$ cat src/rtl/clock_gen.sv
// Programmable divider producing a 50%-duty clock from ref_clk for any ratio,
// with a ref_clk-domain rising-edge strobe and a running status flag.
module clock_gen #(
    parameter int DIV_W       = 8,
    parameter int DEFAULT_DIV = 2
) (
    input  logic             ref_clk,
    input  logic             rst_n,
    input  logic             en,
    input  logic [DIV_W-1:0] div_ratio,
    input  logic             div_load,
    output logic             clk,
    output logic             clk_rise,
    output logic             active
);

    localparam logic [DIV_W-1:0] DEF_RATIO = DIV_W'(DEFAULT_DIV);
    localparam logic [DIV_W-1:0] ONE       = DIV_W'(1);

    logic [DIV_W-1:0] cnt_reg;
    logic [DIV_W-1:0] ratio_reg;
    logic [DIV_W-1:0] pend_reg;
    logic             active_reg;
    logic             rise_reg;
    logic             pos_reg;
    logic             neg_reg;
    logic             gate_reg;

    logic [DIV_W-1:0] pend_next;
    logic [DIV_W-1:0] eff_n;
    logic [DIV_W-1:0] eff_pend;
    logic [DIV_W-1:0] cnt_inc;
    logic             boundary;
    logic             odd_mode;

    // A zero ratio behaves exactly like a ratio of one.
    function automatic logic [DIV_W-1:0] legal_ratio(input logic [DIV_W-1:0] n);
        return (n == '0) ? ONE : n;
    endfunction

    // Posedge half of the waveform; ratio 1 is produced by the gated path instead.
    function automatic logic high_term(input logic [DIV_W-1:0] c, input logic [DIV_W-1:0] n);
        return (n != ONE) && (c < (n >> 1));
    endfunction

    assign pend_next = div_load ? div_ratio : pend_reg;
    assign eff_n     = legal_ratio(ratio_reg);
    assign eff_pend  = legal_ratio(pend_next);
    assign cnt_inc   = cnt_reg + ONE;
    assign boundary  = !active_reg || (cnt_reg == eff_n - ONE);
    assign odd_mode  = eff_n[0] && (eff_n != ONE);

    always_ff @(posedge ref_clk or negedge rst_n) begin
        if (!rst_n) begin
            cnt_reg    <= '0;
            ratio_reg  <= DEF_RATIO;
            pend_reg   <= DEF_RATIO;
            active_reg <= 1'b0;
            rise_reg   <= 1'b0;
            pos_reg    <= 1'b0;
        end else begin
            pend_reg <= pend_next;
            if (boundary) begin
                // New periods (and restarts from idle) pick up the latest pending ratio.
                ratio_reg  <= pend_next;
                cnt_reg    <= '0;
                active_reg <= en;
                rise_reg   <= en;
                pos_reg    <= en && high_term('0, eff_pend);
            end else begin
                cnt_reg  <= cnt_inc;
                rise_reg <= 1'b0;
                pos_reg  <= high_term(cnt_inc, eff_n);
            end
        end
    end

    // Falling-edge copies: odd-ratio half-cycle extension and the ratio-1 gate,
    // which predicts whether the coming posedge opens a ratio-1 period.
    always_ff @(negedge ref_clk or negedge rst_n) begin
        if (!rst_n) begin
            neg_reg  <= 1'b0;
            gate_reg <= 1'b0;
        end else begin
            neg_reg  <= pos_reg && odd_mode;
            gate_reg <= en && boundary && (eff_pend == ONE);
        end
    end

    assign clk      = pos_reg | neg_reg | (ref_clk & gate_reg);
    assign clk_rise = rise_reg;
    assign active   = active_reg;

endmodule

$ cat config.mk
export PLATFORM = sky130hd
export DESIGN_NAME = clock_gen
export DESIGN_NICKNAME = d
export VERILOG_FILES = /design/src/rtl/clock_gen.sv
export SDC_FILE = /design/constraint.sdc
export NUM_CORES = 1
export LEC_CHECK = 0
export BUFFER_PORTS_ARGS = -buffer_cell sky130_fd_sc_hd__buf_2
export CAP_MARGIN = 20
export CORE_MARGIN = 10
export CORE_UTILIZATION = 62
export DETAILED_ROUTE_END_ITERATION = 8
export MAX_ROUTING_LAYER = met4
export PLACE_DENSITY = 0.83
export SLEW_MARGIN = 20
export SYNTH_ARGS = -nofsm -noshare
export SYNTH_HDL_FRONTEND = slang
export SYNTH_SLANG_ARGS = --single-unit
$ cat constraint.sdc
create_clock -name ref_clk -period 4.7 [get_ports ref_clk]
set_clock_uncertainty 0.2 [all_clocks]
set_input_delay 0 -clock ref_clk [delete_from_list [all_inputs] [get_ports ref_clk]]
set_output_delay 0 -clock ref_clk [all_outputs]
set_load 0.1 [all_outputs]
======== Yosys cells after proc, flatten, opt, wreduce, memory -nomap -nowiden ========
Index checks and enable logic that the tools add are counted.
word-level totals
  bits in registers ....................... 29
  input port bits ......................... 12
  output and inout port bits .............. 3
cells by class
  add/sub/neg operators ................... 2
  magnitude comparators ................... 2
  equality and inequality tests ........... 4
  muxes and demuxes ....................... 6
  bitwise logic cells ..................... 3
  reductions and logical operators ........ 11
operators with widths
  operator               number
  $mux W8                4
  $logic_not A8 Y1       2
  $ne A8 B1 Y1 const B   2
  $add A8 B1 Y8 const B  1
  $eq A8 B1 Y1 const B   1
  $eq A8 B8 Y1           1
  $lt A8 B7 Y1           1
  $sub A8 B1 Y8 const B  1
  $logic_and A1 B1 Y1    7
  $lt A1 B7 Y1 const A   1
  $mux W1                2
  $or A1 B1 Y1           2
  $and A1 B1 Y1          1
  $logic_not A1 Y1       1
  $logic_or A1 B1 Y1     1

======== Logic depth before layout (Yosys ltp) ========
  depth after elaboration ................. 7
  depth in mapped cells ................... 9
  gate-level depth less buffers ........... 8

==> metrics.cfg <==
[logic_synthesis]
synthDistinctLibCells=37
ys_seq_area_share_pct=46.4
synth_area_sq_um=1570
yosysTopAreaCellShare_pct=39.9
synth_edf_count=0
yosys_register_bits=29
synthTopCellsByArea=dfrtp_1 (40%), mux2_2 (11%), ha_1 (7.2%), xnor2_1 (5.0%), dfstp_2 (3.3%)
ys_top_cells_by_count=dfrtp_1 (25), mux2_2 (16), ha_1 (9), xnor2_1 (9), inv_1 (8)
yosys_warnings=0
async_flop_share_pct=100
synth_ff_type=dfrtp_1
synthCells=138
yosysMostFrequentCell=dfrtp_1
syn_avg_cell_area_sq_um=11.4
syn_nets=159
yosys.area.top_type=dfrtp_1

[global_routing]
grt_pass1_vias=1461
grt_usage_pct=19.4
grt_max_degree=26
grt_remaining_overflow=0
grt_antenna_before_repair=0
grt_pass1_wl_um=7230

[critical_path]
r2r_slack_ns=-0.004
worstPathArrival_ns=2.47
endpoint_kind=flip-flop
path_cells=nor4_4 -> a31oi_4 -> ha_4 -> nand2_1 -> o31ai_1 -> a31oi_1 -> nor3_4 -> and3_1
crit_type=reg2reg
crit_path_top_delay_cell=dfrtp_2
crit_end=gate_reg
slowest_delay_ns=0.43
crit_buf_inv=0
path_max_fanout=3
cp.required_ns=2.46
r2r_start=ratio_reg[5]
r2r-end=gate_reg
crit_cells=8
worstRegToRegCells=8
startpoint=ratio_reg[5]
worstSetupStartpointType=flip-flop
cp_top_family=simple AND/OR/NAND/NOR gates

[pwr]
p_seq_share_pct=28.5
p_int_mw=0.912
p_leak_nw=0.982
switching_share_pct=41.4
p_per_area_nw_per_um2=719
power.switching_mw=0.643
clkPwrFrac_pct=21.5
max-vdd-ir-drop_mv=0.670
combPwrFrac_pct=50.0

[clock_tree]
clock_latency_ns=0.46
cts_tree=yes
path_clk_slew_ns=0.10

[detailed_routing]
ant_nets=0
wl_per_cell_um=20.7
drc=0
via_per_inst=6.07
drt_iter0_drc=175
first_pass_iters=4
routed_wl_um=4640
vias=1360

[timing]
rsz0062_at_grt=yes
setup_ws_ns=-0.00411
finalSetupViolations=1
hold_violations=0
worstMarginPinSlew_ns=0.488
hold_slack_ns=0.103
maxSlewViolCount=0
max-slew-margin-rel_pct=67.7

[min_path]
hold_class=in2reg
hp-start=div_load

[floorplanning]
std_cell_rows=18
die_w_um=70.3
pin_count=15
fp.dieH_um=70.3
core_area_sq_um=2450
dieArea_sq_um=4940
start_util_pct=63.9

[final_layout]
antenna_cells=0
num-nets-final=214
drive_gt1_share_pct=35.1
final_core_util_pct=88.1
area_delta_synth_final_pct=37.8

[place]
gp_congestion=0.991
dp_hpwl_um=2580
portBuffers=14

[run]
maxCapViolations=0

[outcome]
violations=negative setup slack
status=finished with violations

==> per-layer routing <==
metal | vias up | wire length [um] | track usage [%]
met3 | 18 | 356 | 8.62
met4 | 0 | 170 | 11.4
li1 | 595 | - | -
met1 | 682 | 1830 | 19.8
met5 | - | 0 | -
met2 | 65 | 2280 | 30.3
==> how the worst min path moves through the flow <==
stage / slack [ns] / cells past startpoint / endpoint
after global placement: -0.16 / 1 / pend_reg[6]
final: 0.10 / 5 / pos_reg
after floorplan: -0.50 / 0 / active
after detailed placement: -0.14 / 1 / pend_reg[4]
after global routing: 0.12 / 3 / clk_rise
after CTS: 0.08 / 5 / pos_reg
==> final cells by class <==
type                    instances  area [sq um]
repair buffers                 47           380
clock buffers                   9          65.1
flip-flops and latches         29           731
well taps                      30          37.5
fillers                       113           293
clock inverters                 3          65.1
inverters                       8          30.0
multi-input cells              98           853
==> cell usage in the layout (no fill, tap or decap), types with 3 or more instances in the layout <==
cell | synthesis | layout
dfrtp_1 | 25 | 23
nor2b_1 | 5 | 5
buf_2 | 0 | 14
a21oi_1 | 3 | 3
buf_4 | 0 | 14
ha_1 | 9 | 8
and3_1 | 3 | 3
mux2_2 | 16 | 16
xnor2_1 | 9 | 9
nand3_1 | 6 | 6
dlygate4sd3_1 | 0 | 19
nand2_1 | 6 | 6
nor2_1 | 6 | 6
inv_1 | 8 | 8
xor2_1 | 6 | 5
clkbuf_4 | 0 | 8
==> power by group through the flow <==
stage,combinational [mW],clock [mW],sequential (mW)
2_1_floorplan,0.441,0.0332,0.431
3_3_place_gp,0.592,0.0359,0.431
3_5_place_dp,0.620,0.0359,0.438
4_1_cts,0.648,0.336,0.434
5_1_grt,0.849,0.353,0.451
6_report,0.777,0.335,0.443
==> what timing repair did <==
item,CTS,global route
hold buffers,20,0
resized for setup,0,5
endpoints found under the setup margin,0,1
endpoints found under the hold margin,46,0
buffers inserted,0,6
==> cell families after synthesis <==
logic type,count (synthesis),synth area share (%)
XOR/XNOR,15,8.37
AO/OA/AOI/OAI,20,9.57
buffers and inverters,11,3.11
multiplexers,17,12.1
adder cells (fa/ha/maj),9,7.18
AND/OR/NAND/NOR,37,13.2
flip-flops,29,46.4
==> worst reg2reg max path, delay by kind of cell, from the launching register on <==
family	cells	cell delay [ns]
AO/OA/AOI/OAI	3	0.67
AND/OR/NAND/NOR	4	0.70
adder cells (fa/ha/maj)	1	0.20
flip-flops	1	0.43
==> metrics by stage <==
stage	area, sq um	std cells	setup slack (ns)	total power, mW	TNS, ns
after global routing	2160	224	-0.0952	1.65	-0.0952
after floorplan	1590	138	-0.259	0.905	-0.259
after detailed placement	1740	187	0.0312	1.09	0
after global placement	1740	187	0.0984	1.06	0
final	2160	224	-0.00411	1.55	-0.00411
after CTS	2080	218	0.0104	1.42	0
Note: power is estimated with default switching activity, not from simulation.
